===== config.mk =====
export PLATFORM = sky130hd
export DESIGN_NAME = slc3_mem_arbiter
export DESIGN_NICKNAME = d
export VERILOG_FILES = /design/src/rtl/slc3_mem_arbiter.sv
export SDC_FILE = /design/constraint.sdc
export NUM_CORES = 1
export LEC_CHECK = 0
export CAP_MARGIN = 20
export CELL_PAD_IN_SITES_DETAIL_PLACEMENT = 1
export CELL_PAD_IN_SITES_GLOBAL_PLACEMENT = 2
export CORE_MARGIN = 1.5
export CORE_UTILIZATION = 29
export DETAILED_ROUTE_END_ITERATION = 6
export PLACE_DENSITY_LB_ADDON = 0.1
export SYNTH_ARGS = -nofsm -noshare
export SYNTH_HDL_FRONTEND = slang
export SYNTH_SLANG_ARGS = --single-unit

===== constraint.sdc =====
create_clock -name Clk -period 3.22 [get_ports Clk]
set_input_delay 0.644 -clock Clk [delete_from_list [all_inputs] [get_ports Clk]]
set_output_delay 0.644 -clock Clk [all_outputs]
set_load 0.03 [all_outputs]

===== src/rtl/slc3_mem_arbiter.sv =====
// Two-port SRAM arbiter for SLC-3: CPU datapath vs debug/loader port.
// Round-robin on ties, fixed-wait strobe sequencing, one-cycle ack.
module slc3_mem_arbiter #(
  parameter int DATA_W      = 16,
  parameter int ADDR_W      = 16,
  parameter int WAIT_CYCLES = 2
) (
  input  logic              Clk,
  input  logic              Reset,
  input  logic              cpu_req,
  input  logic              cpu_we,
  input  logic [ADDR_W-1:0] cpu_addr,
  input  logic [DATA_W-1:0] cpu_wdata,
  output logic [DATA_W-1:0] cpu_rdata,
  output logic              cpu_ack,
  input  logic              dbg_req,
  input  logic              dbg_we,
  input  logic [ADDR_W-1:0] dbg_addr,
  input  logic [DATA_W-1:0] dbg_wdata,
  output logic [DATA_W-1:0] dbg_rdata,
  output logic              dbg_ack,
  output logic [ADDR_W-1:0] mem_addr,
  output logic              mem_ce_n,
  output logic              mem_oe_n,
  output logic              mem_we_n,
  output logic [DATA_W-1:0] mem_wdata,
  output logic              mem_data_oe,
  input  logic [DATA_W-1:0] mem_rdata
);

  localparam logic [1:0] IDLE   = 2'd0;
  localparam logic [1:0] ACCESS = 2'd1;
  localparam logic [1:0] DONE   = 2'd2;

  logic [1:0] state;
  logic [3:0] cnt;
  logic       grant;
  logic       last_grant;
  logic       we_q;
  logic       pick_dbg;
  logic       win_we;

  // 0 = CPU, 1 = DBG; on a tie the port not served last wins
  assign pick_dbg = dbg_req & (~cpu_req | ~last_grant);
  assign win_we   = pick_dbg ? dbg_we : cpu_we;

  always_ff @(posedge Clk or negedge Reset) begin
    if (!Reset) begin
      state       <= IDLE;
      cnt         <= '0;
      grant       <= 1'b0;
      last_grant  <= 1'b1;
      we_q        <= 1'b0;
      mem_addr    <= '0;
      mem_wdata   <= '0;
      mem_ce_n    <= 1'b1;
      mem_oe_n    <= 1'b1;
      mem_we_n    <= 1'b1;
      mem_data_oe <= 1'b0;
      cpu_ack     <= 1'b0;
      dbg_ack     <= 1'b0;
      cpu_rdata   <= '0;
      dbg_rdata   <= '0;
    end else begin
      cpu_ack <= 1'b0;
      dbg_ack <= 1'b0;
      unique case (state)
        IDLE: begin
          if (cpu_req | dbg_req) begin
            grant       <= pick_dbg;
            we_q        <= win_we;
            mem_addr    <= pick_dbg ? dbg_addr : cpu_addr;
            mem_wdata   <= pick_dbg ? dbg_wdata : cpu_wdata;
            cnt         <= 4'(WAIT_CYCLES - 1);
            mem_ce_n    <= 1'b0;
            mem_oe_n    <= win_we;
            mem_we_n    <= ~win_we;
            mem_data_oe <= win_we;
            state       <= ACCESS;
          end
        end
        ACCESS: begin
          if (cnt == 4'd0) begin
            mem_ce_n <= 1'b1;
            mem_oe_n <= 1'b1;
            mem_we_n <= 1'b1;
            if (!we_q) begin
              if (grant) dbg_rdata <= mem_rdata;
              else       cpu_rdata <= mem_rdata;
            end
            cpu_ack <= ~grant;
            dbg_ack <= grant;
            state   <= DONE;
          end else begin
            cnt <= cnt - 4'd1;
          end
        end
        DONE: begin
          // write data held one cycle past mem_we_n
          mem_data_oe <= 1'b0;
          last_grant  <= grant;
          state       <= IDLE;
        end
        default: state <= IDLE;
      endcase
    end
  end

endmodule


==> results list, run 1 <==
- The run finished, with violations left.
- The final reports fail on design-rule violations.
- Number of optimization iterations in the first detailed-route pass: 7
- STA classifies the critical path startpoint as a flip-flop.
- Among all cell types in the netlist, the one instantiated most often is mux2_2.
- TritonCTS clock tree: yes
* Area grow syn2layout: 59.2%
* Total length of routed wires: ~9200 microns
- The final count of hold timing violations is 0.
- First-pass GRT wire length: 14900 microns
* Leading register cell type out of synthesis: dfrtp_1
- Share of the yosys chip area belonging to registers: between 50% and 60%
- In the post-synthesis netlist, the biggest area contributors are dfrtp_1, mux2_2, dfstp_2, mux2i_1, nor4b_4.
* Clock latency of the later-clocked register in the worst-skew pair: approximately 0.33 ns
* Global placer's final weighted congestion: between 0.7 and 0.8
* Overall Global Routing Usage: about 15%
- The worst setup path is of the flip-flop to primary output kind.
- Headroom to the max-slew limit came out at between 60 and 70%.
- After detailed routing, the average wire length per cell comes to between 15 and 20 microns.
- Post-Syn Nets: 315
- Met1 layer wirelength in the final routing: roughly 3900 microns
* Portion of synthesized cell area occupied by the leading cell type: 54.2%
- Counting along the longest clock path gives a buffer depth of 2.
* DR WL met3: between 600 and 700 microns
- Top-level I/O count: approximately 160
- The final critical path takes up 67.4% of the cycle.
* Hold_buf cts: 0
- Yosys mapped the design onto 34 distinct sky130hd cell types.
- Cell row count: 39
- The number of antenna diodes in the final layout is 0.
- Async SR Flop Fraction: 100%
- Post-Synthesis Mean Instance Area: approximately 15 sq um
* Summed instance area of the synthesized netlist: ~3500 sq um
- Number of DRC markers in iteration 0: 82
- The synthesized design contains 0 enable-type register cells.
- After detailed routing, the number of vias per cell comes to around 4.6.
- Die width: approximately 110 microns
- Critical Path Max Stage Delay: between 0.6 and 0.7 ns
- Total power divided by cell area: between 1000 and 1500 nW/um^2
* Number of antenna violations at the first check in global routing: 0
- The min-delay analysis places its worst path in the category primary input to asynchronous set/reset pin.
* List of cells traversed by the critical path: clkdlybuf4s50_1
- GR Overflow Total: 0
- For this run, the post-layout net count is between 400 and 500.
- Cell with the largest stage delay on the worst path: clkdlybuf4s50_1
- The worst path in the final design needs a cycle of approximately 2.2 ns, including I/O delays and setup.
* Register bit count reported by yosys: 79
* Number of standard cells after synthesis: approximately 230
- Area inside the core boundary: ~12000 sq um
- The final-report max-slew violation count is 0.
- The Yosys step of the flow raised 0 warnings.
- The die is approximately 110 microns tall.
- Unrepaired setup endpoints after global routing: false
* Post-CTS setup buffer count: 0
- Detailed routing inserted a total of approximately 2.5k vias.
* Die Outline Area: between 10000 and 15000 sq um
- Number of filler instances in the final layout: around 1.2k
- Setup-failing EPs final: 0
- Sum of net half-perimeters after detailed placement: between 6000 and 7000 microns
- Detailed route wirelength on metal2: 4460 microns
* Clock-pin transition on the worst setup and hold timing paths: 0.06 ns
- Worst supply voltage drop on vdd: 0.417 mV
* Leakage power: ~2.3 nW
- By count the netlist is led by mux2_2, dfrtp_1, inv_1.
* Final core utilization: approximately 48%
- The tree is rooted in a clkbuf_16.
- Between clock sinks in the finished design, the worst skew comes to between 0.008 and 0.009 ns.
- H-tree levels: 3
* Largest net degree at the start of global routing: 80
* Maximum clock rate: about 460 MHz
- # Max-Cap Violations: 0
- In this run the top signal layer used is met4.
* Layout cells sized above 1: between 30% and 40%
* Summed negative setup slack over all endpoints: 0 ns
- The via count of the first global-routing pass came to approximately 2.6k.
- For the worst setup path, the data arrival time is approximately 1.5 ns.
* Number of DRC violations after detailed routing: 15
- Clock sinks: between 70 and 80
* Worst path top cell family by delay: buffers and inverters
- For the pin with the worst max-slew slack, the measured transition is between 0.5 and 0.6 ns.
* Critical Path RT: about 2.6 ns
- Summed over all instances, the cell type with the most area after synthesis is dfrtp_1.
- After clock tree synthesis, the repair step resized 0 gates.
- Count of port buffers added during placement: approximately 160
- TritonCTS created 9 clock buffers.
- Of all nets on the critical path, the largest fanout is 2.
- Number of buffers and inverters on the critical path: 1
- The worst setup path is captured at a primary output.
* Starting density of the core: 30.1%
- Remaining number of nets flagged by the antenna check after routing: 0
[per-stage QoR]
stage                     hold slack [ns]  worst slack [ns]  instances  area, sq um  total power, mW
final                               0.131              1.05        538         5510             5.78
after global routing                0.116              1.00        538         5510             6.09
after CTS                           0.505              1.02        537         5490             5.86
after detailed placement            0.494             0.790        521         5170             4.76
after global placement              0.473             0.816        521         5170             4.71
after floorplan                     0.348              1.35        228         3460             3.52
[cell families (layout without fill, tap and decap cells)]
logic type      Yosys count  in the layout  synth area share, %
simple gates             19             19                 4.05
buf+inv                  15            182                 2.53
xor+xnor                  1              1                0.253
fa+ha+maj                 1              1                0.361
flops                    79             79                 57.2
compound gates           11             11                 2.49
mux                     102            102                 33.1
[power breakdown]
| part | switching (mW) | internal, mW | leakage (nW) | total (mW) |
|---|---|---|---|---|
| combinational | 1.52 | 1.43 | 1.16 | 2.94 |
| sequential | 0.267 | 1.49 | 0.954 | 1.76 |
| clock | 0.394 | 0.681 | 0.150 | 1.08 |
| total | 2.18 | 3.60 | 2.27 | 5.78 |
[registers in the layout, indices dropped and copies added, names as in the netlist]
register / flops
cnt: 4
cpu_ack: 1
cpu_rdata: 16
dbg_ack: 1
dbg_rdata: 16
grant: 1
last_grant: 1
mem_addr: 16
mem_ce_n: 1
mem_data_oe: 1
mem_oe_n: 1
mem_wdata: 16
mem_we_n: 1
state: 2
we_q: 1
[path summary, 6_finish.rpt]
check | from | end | slack, ns | cells past startpoint
max in group asynchronous | Reset | mem_ce_n$_DFFE_PN1P_ | 2.48 | 2
hold / removal | Reset | mem_addr[8]$_DFFE_PN0P_ | 0.13 | 1
setup reg to reg | cnt[0]$_DFFE_PN0P_ | cpu_rdata[15]$_DFFE_PN0P_ | 1.26 | 6
setup / recovery | mem_we_n$_DFFE_PN1P_ | mem_we_n | 1.05 | 1
min in group Clk | dbg_rdata[11]$_DFFE_PN0P_ | dbg_rdata[11]$_DFFE_PN0P_ | 0.50 | 1
hold reg to reg | dbg_rdata[11]$_DFFE_PN0P_ | dbg_rdata[11]$_DFFE_PN0P_ | 0.50 | 1
[metal layers]
layer	track usage, %	vias to the layer above
met5	0	-
met4	4.73	0
met3	4.37	12
met2	25.2	87
met1	19.5	1207
li1	-	1146
[layout make-up]
cell class	instances	area (sq um)	area share [%]
inverters	5	18.8	0.340
clock buffers	11	233	4.22
flip-flops and latches	79	1980	36.0
well taps	143	179	3.25
multi-input cells	134	1410	25.5
clock inverters	5	81.3	1.48
repair buffers	161	1610	29.3
[placed cells by master (no fill, tap or decap), types with 2 or more instances in the layout]
| cell type | netlist | final |
|---|---|---|
| or2_2 | 2 | 2 |
| mux2i_1 | 3 | 3 |
| nor2_1 | 3 | 3 |
| dfrtp_1 | 75 | 75 |
| inv_1 | 5 | 5 |
| clkbuf_16 | 0 | 9 |
| dfstp_2 | 4 | 4 |
| nor3_1 | 2 | 2 |
| nand2b_1 | 3 | 3 |
| o22ai_1 | 2 | 2 |
| mux2_2 | 98 | 98 |
| o21ai_0 | 2 | 2 |
| clkdlybuf4s50_1 | 0 | 154 |
| clkbuf_1 | 1 | 2 |
| bufinv_16 | 0 | 2 |
| buf_4 | 3 | 6 |
(Power assumes the default switching activity.)
==> run 2, diff against run 1 <==
Settings changed: CORE_UTILIZATION 29 to 24.
Clock period 3.22 ns to 1.8 ns, I/O delays scaled along.
==> results list, run 2 (synthesized netlist as in run 1, its figures left out) <==
- For this run, design rule violations remaining after detail routing come to 0.
* Number of optimization iterations in the first detailed-route pass: 3
- Compared with the post-synthesis result, the final layout area differs by 69.0%.
- Remaining number of nets flagged by the antenna check after routing: 0
* Maximum clock rate: ~550 MHz
* Overall Global Routing Usage: a little over an eighth
- At the end of routability-driven placement, the weighted congestion stood at ~0.75.
- The H-tree generated during clock tree synthesis spans 3 levels.
- The die covers about 15000 sq um.
- Final-report hold violation count: 0
* TritonCTS clock tree: yes
- First-pass GRT wire length: 15000 microns
- The count of cells in the finished layout, fillers not included, comes to 587.
- Post-route clock period utilization: 101%
- Setup-failing EPs final: 8
- Of the cells placed in the final design, the portion with a size suffix greater than 1 is a little over a third.
* Number of antenna violations at the first check in global routing: 0
- Entering global routing, the biggest net connects 32 pins.
* Worst path top cell family by delay: buffers and inverters
- The final-report max-slew violation count is 0.
- Starting density of the core: between 20% and 30%
- Clock latency of the later-clocked register in the worst-skew pair: 0.33 ns
- Nets: 491
* Cell row count: between 40 and 50
- IR analysis of the VDD net gives a maximum drop of around 0.6 mV.
* Worst setup slack after layout: -0.0151 ns
- GR Overflow Total: 0
- Area inside the core boundary: between 10000 and 15000 sq um
- Summed over all cells, the static leakage comes to around 2.4 nW.
- Hold crit path type: primary input to asynchronous set/reset pin
- The clock drives 79 sinks.
- DR vias: 2548
- Layout Skew: between 0.004 and 0.005 ns
- WS Path Type: flip-flop to flip-flop
* Number of placed instances with taps included: between 500 and 600
- The flow ran to the end, but the final reports show violations.
* Unrepaired setup endpoints after global routing: true
- Average vias per placed instance: 4.34
- The tree is rooted in a clkbuf_16.
* Die width: 123 microns
- 0 antenna diodes ended up in the layout.
- Critical Path Sink Type: flip-flop
* Num CTS Buffers: 9
- On the critical path, the stage with the largest delay is an instance of dfrtp_1.
- Detailed-route wire length per cell: 17.3 microns
* Top-level I/O count: 156
- List of cells traversed by the critical path: inv_2 -> ha_4 -> and4bb_2 -> nor4b_4 -> buf_4 -> clkbuf_16 -> mux2_4
- The worst pin sits at a relative slew slack of between 70% and 80%.
- The via count of the first global-routing pass came to approximately 2.7k.
* Die Ht: about 120 microns
- Worst-Margin Slew: around 0.4 ns
- Overall power consumption after layout is estimated at around 11 mW.
* Violated checks: negative setup slack
- Critical Path RT: between 2 and 2.5 ns
- Clock-pin transition on the worst setup and hold timing paths: 0.06 ns
* # Max-Cap Violations: 0
- Critical Path Max Stage Delay: just under 0.4 ns
* Total length of routed wires: approximately 10000 microns
- Top library cells by usage in the layout, fill and taps aside: clkdlybuf4s50_1, mux2_2, dfrtp_1, mux2_4, buf_4
- During placement, the flow inserted port buffers numbering ~160.
* Number of DRC markers in iteration 0: 48
- Detailed placement finished with a half-perimeter wire length of about 7100 microns.
- At the worst endpoint, the arrival time is 2.03 ns.
* Time the final worst path needs with I/O delays and setup: about 1.8 ns
* Crit path max fanout: 8
* Number of buffers and inverters on the critical path: 3
- Most common cell after layout, fill and taps aside: clkdlybuf4s50_1
- Launching element type of the critical path: flip-flop
- In this run the power density over the cells is between 1500 and 2000 nW/um^2.
* Maximum count of clock buffers along a single path: 2
==> run 2: changes by cell type in the layout (fill, tap and decap cells not counted), sizes merged, moves of 2 or more <==
cell / previous run / this run
dlymetal6s2s: 0 / 2
buf: 7 / 18
clkdlybuf4s50: 154 / 149
dlygate4sd2: 0 / 3
==> run 2: layout make-up <==
cell class,instances,area (sq um)
Clock buffer,10,229
Multi-Input combinational cell,134,1510
Clock inverter,4,72.6
Fill cell,1470,8140
Inverter,5,18.8
Timing Repair Buffer,175,1810
Tap cell,180,225
Sequential cell,79,1980
==> run 2: power breakdown <==
part,internal [mW],leakage (nW),switching [mW]
Sequential,2.66,0.954,0.492
Clock,1.20,0.144,0.715
Combinational,2.91,1.35,2.80
==> run 2: worst reg2reg max path: cells and delay by family, from the launching register on <==
family	cells	cell delay, ns
muxes	1	0.30
DFF	1	0.39
buffers and inverters	3	0.44
and+or+nand+nor	2	0.43
adders and majority gates	1	0.14
==> run 2: path summary, 6_finish.rpt <==
kind | startpoint | to | slack [ns] | cells past startpoint
max | cnt[0]$_DFFE_PN0P_ | cpu_rdata[1]$_DFFE_PN0P_ | -0.02 | 7
min | Reset | mem_wdata[2]$_DFFE_PN0P_ | 0.48 | 2
max reg2reg | cnt[0]$_DFFE_PN0P_ | cpu_rdata[1]$_DFFE_PN0P_ | -0.02 | 7
min reg2reg | dbg_rdata[14]$_DFFE_PN0P_ | dbg_rdata[14]$_DFFE_PN0P_ | 0.50 | 1
max in group asynchronous | Reset | cpu_rdata[10]$_DFFE_PN0P_ | 0.83 | 3
min in group Clk | dbg_rdata[14]$_DFFE_PN0P_ | dbg_rdata[14]$_DFFE_PN0P_ | 0.50 | 1
==> run 2: metrics by stage <==
step / utilization (%) / hold WS [ns] / setup TNS [ns] / setup WS [ns] / cell area (sq um)
floorplan: - / 0.0644 / -0.401 / -0.0401 / 3470
global placement: 38.4 / 0.294 / -8.33 / -0.262 / 5370
detailed placement: 38.4 / 0.301 / -9.66 / -0.285 / 5370
CTS: 40.6 / 0.487 / -0.710 / -0.0549 / 5680
global route: 41.8 / 0.512 / -1.37 / -0.109 / 5850
finish: 41.8 / 0.484 / -0.0822 / -0.0151 / 5850
==> run 2: layer usage <==
metal	vias to the layer above	part of all wire, %	track usage (%)
met1	1267	44	16.8
met4	0	2.0	5.82
li1	1171	-	-
met2	96	47	21.6
met5	-	0	0
met3	14	7.3	3.60
==> run 2: what timing repair did <==
item | CTS | global route
setup buffers | 0 | 4
gates resized for setup | 6 | 24
pin swaps | 0 | 1
cloned | 0 | 2
endpoints found under the setup margin | 20 | 34
hold endpoints to repair | 16 | 0
hold buffers | 1 | 0
==> run 3, diff against run 2 <==
Settings changed: CAP_MARGIN 20 to unset.
==> results of run 3 <==
The final DEF is identical to that of run 2; final timing and power are the same.
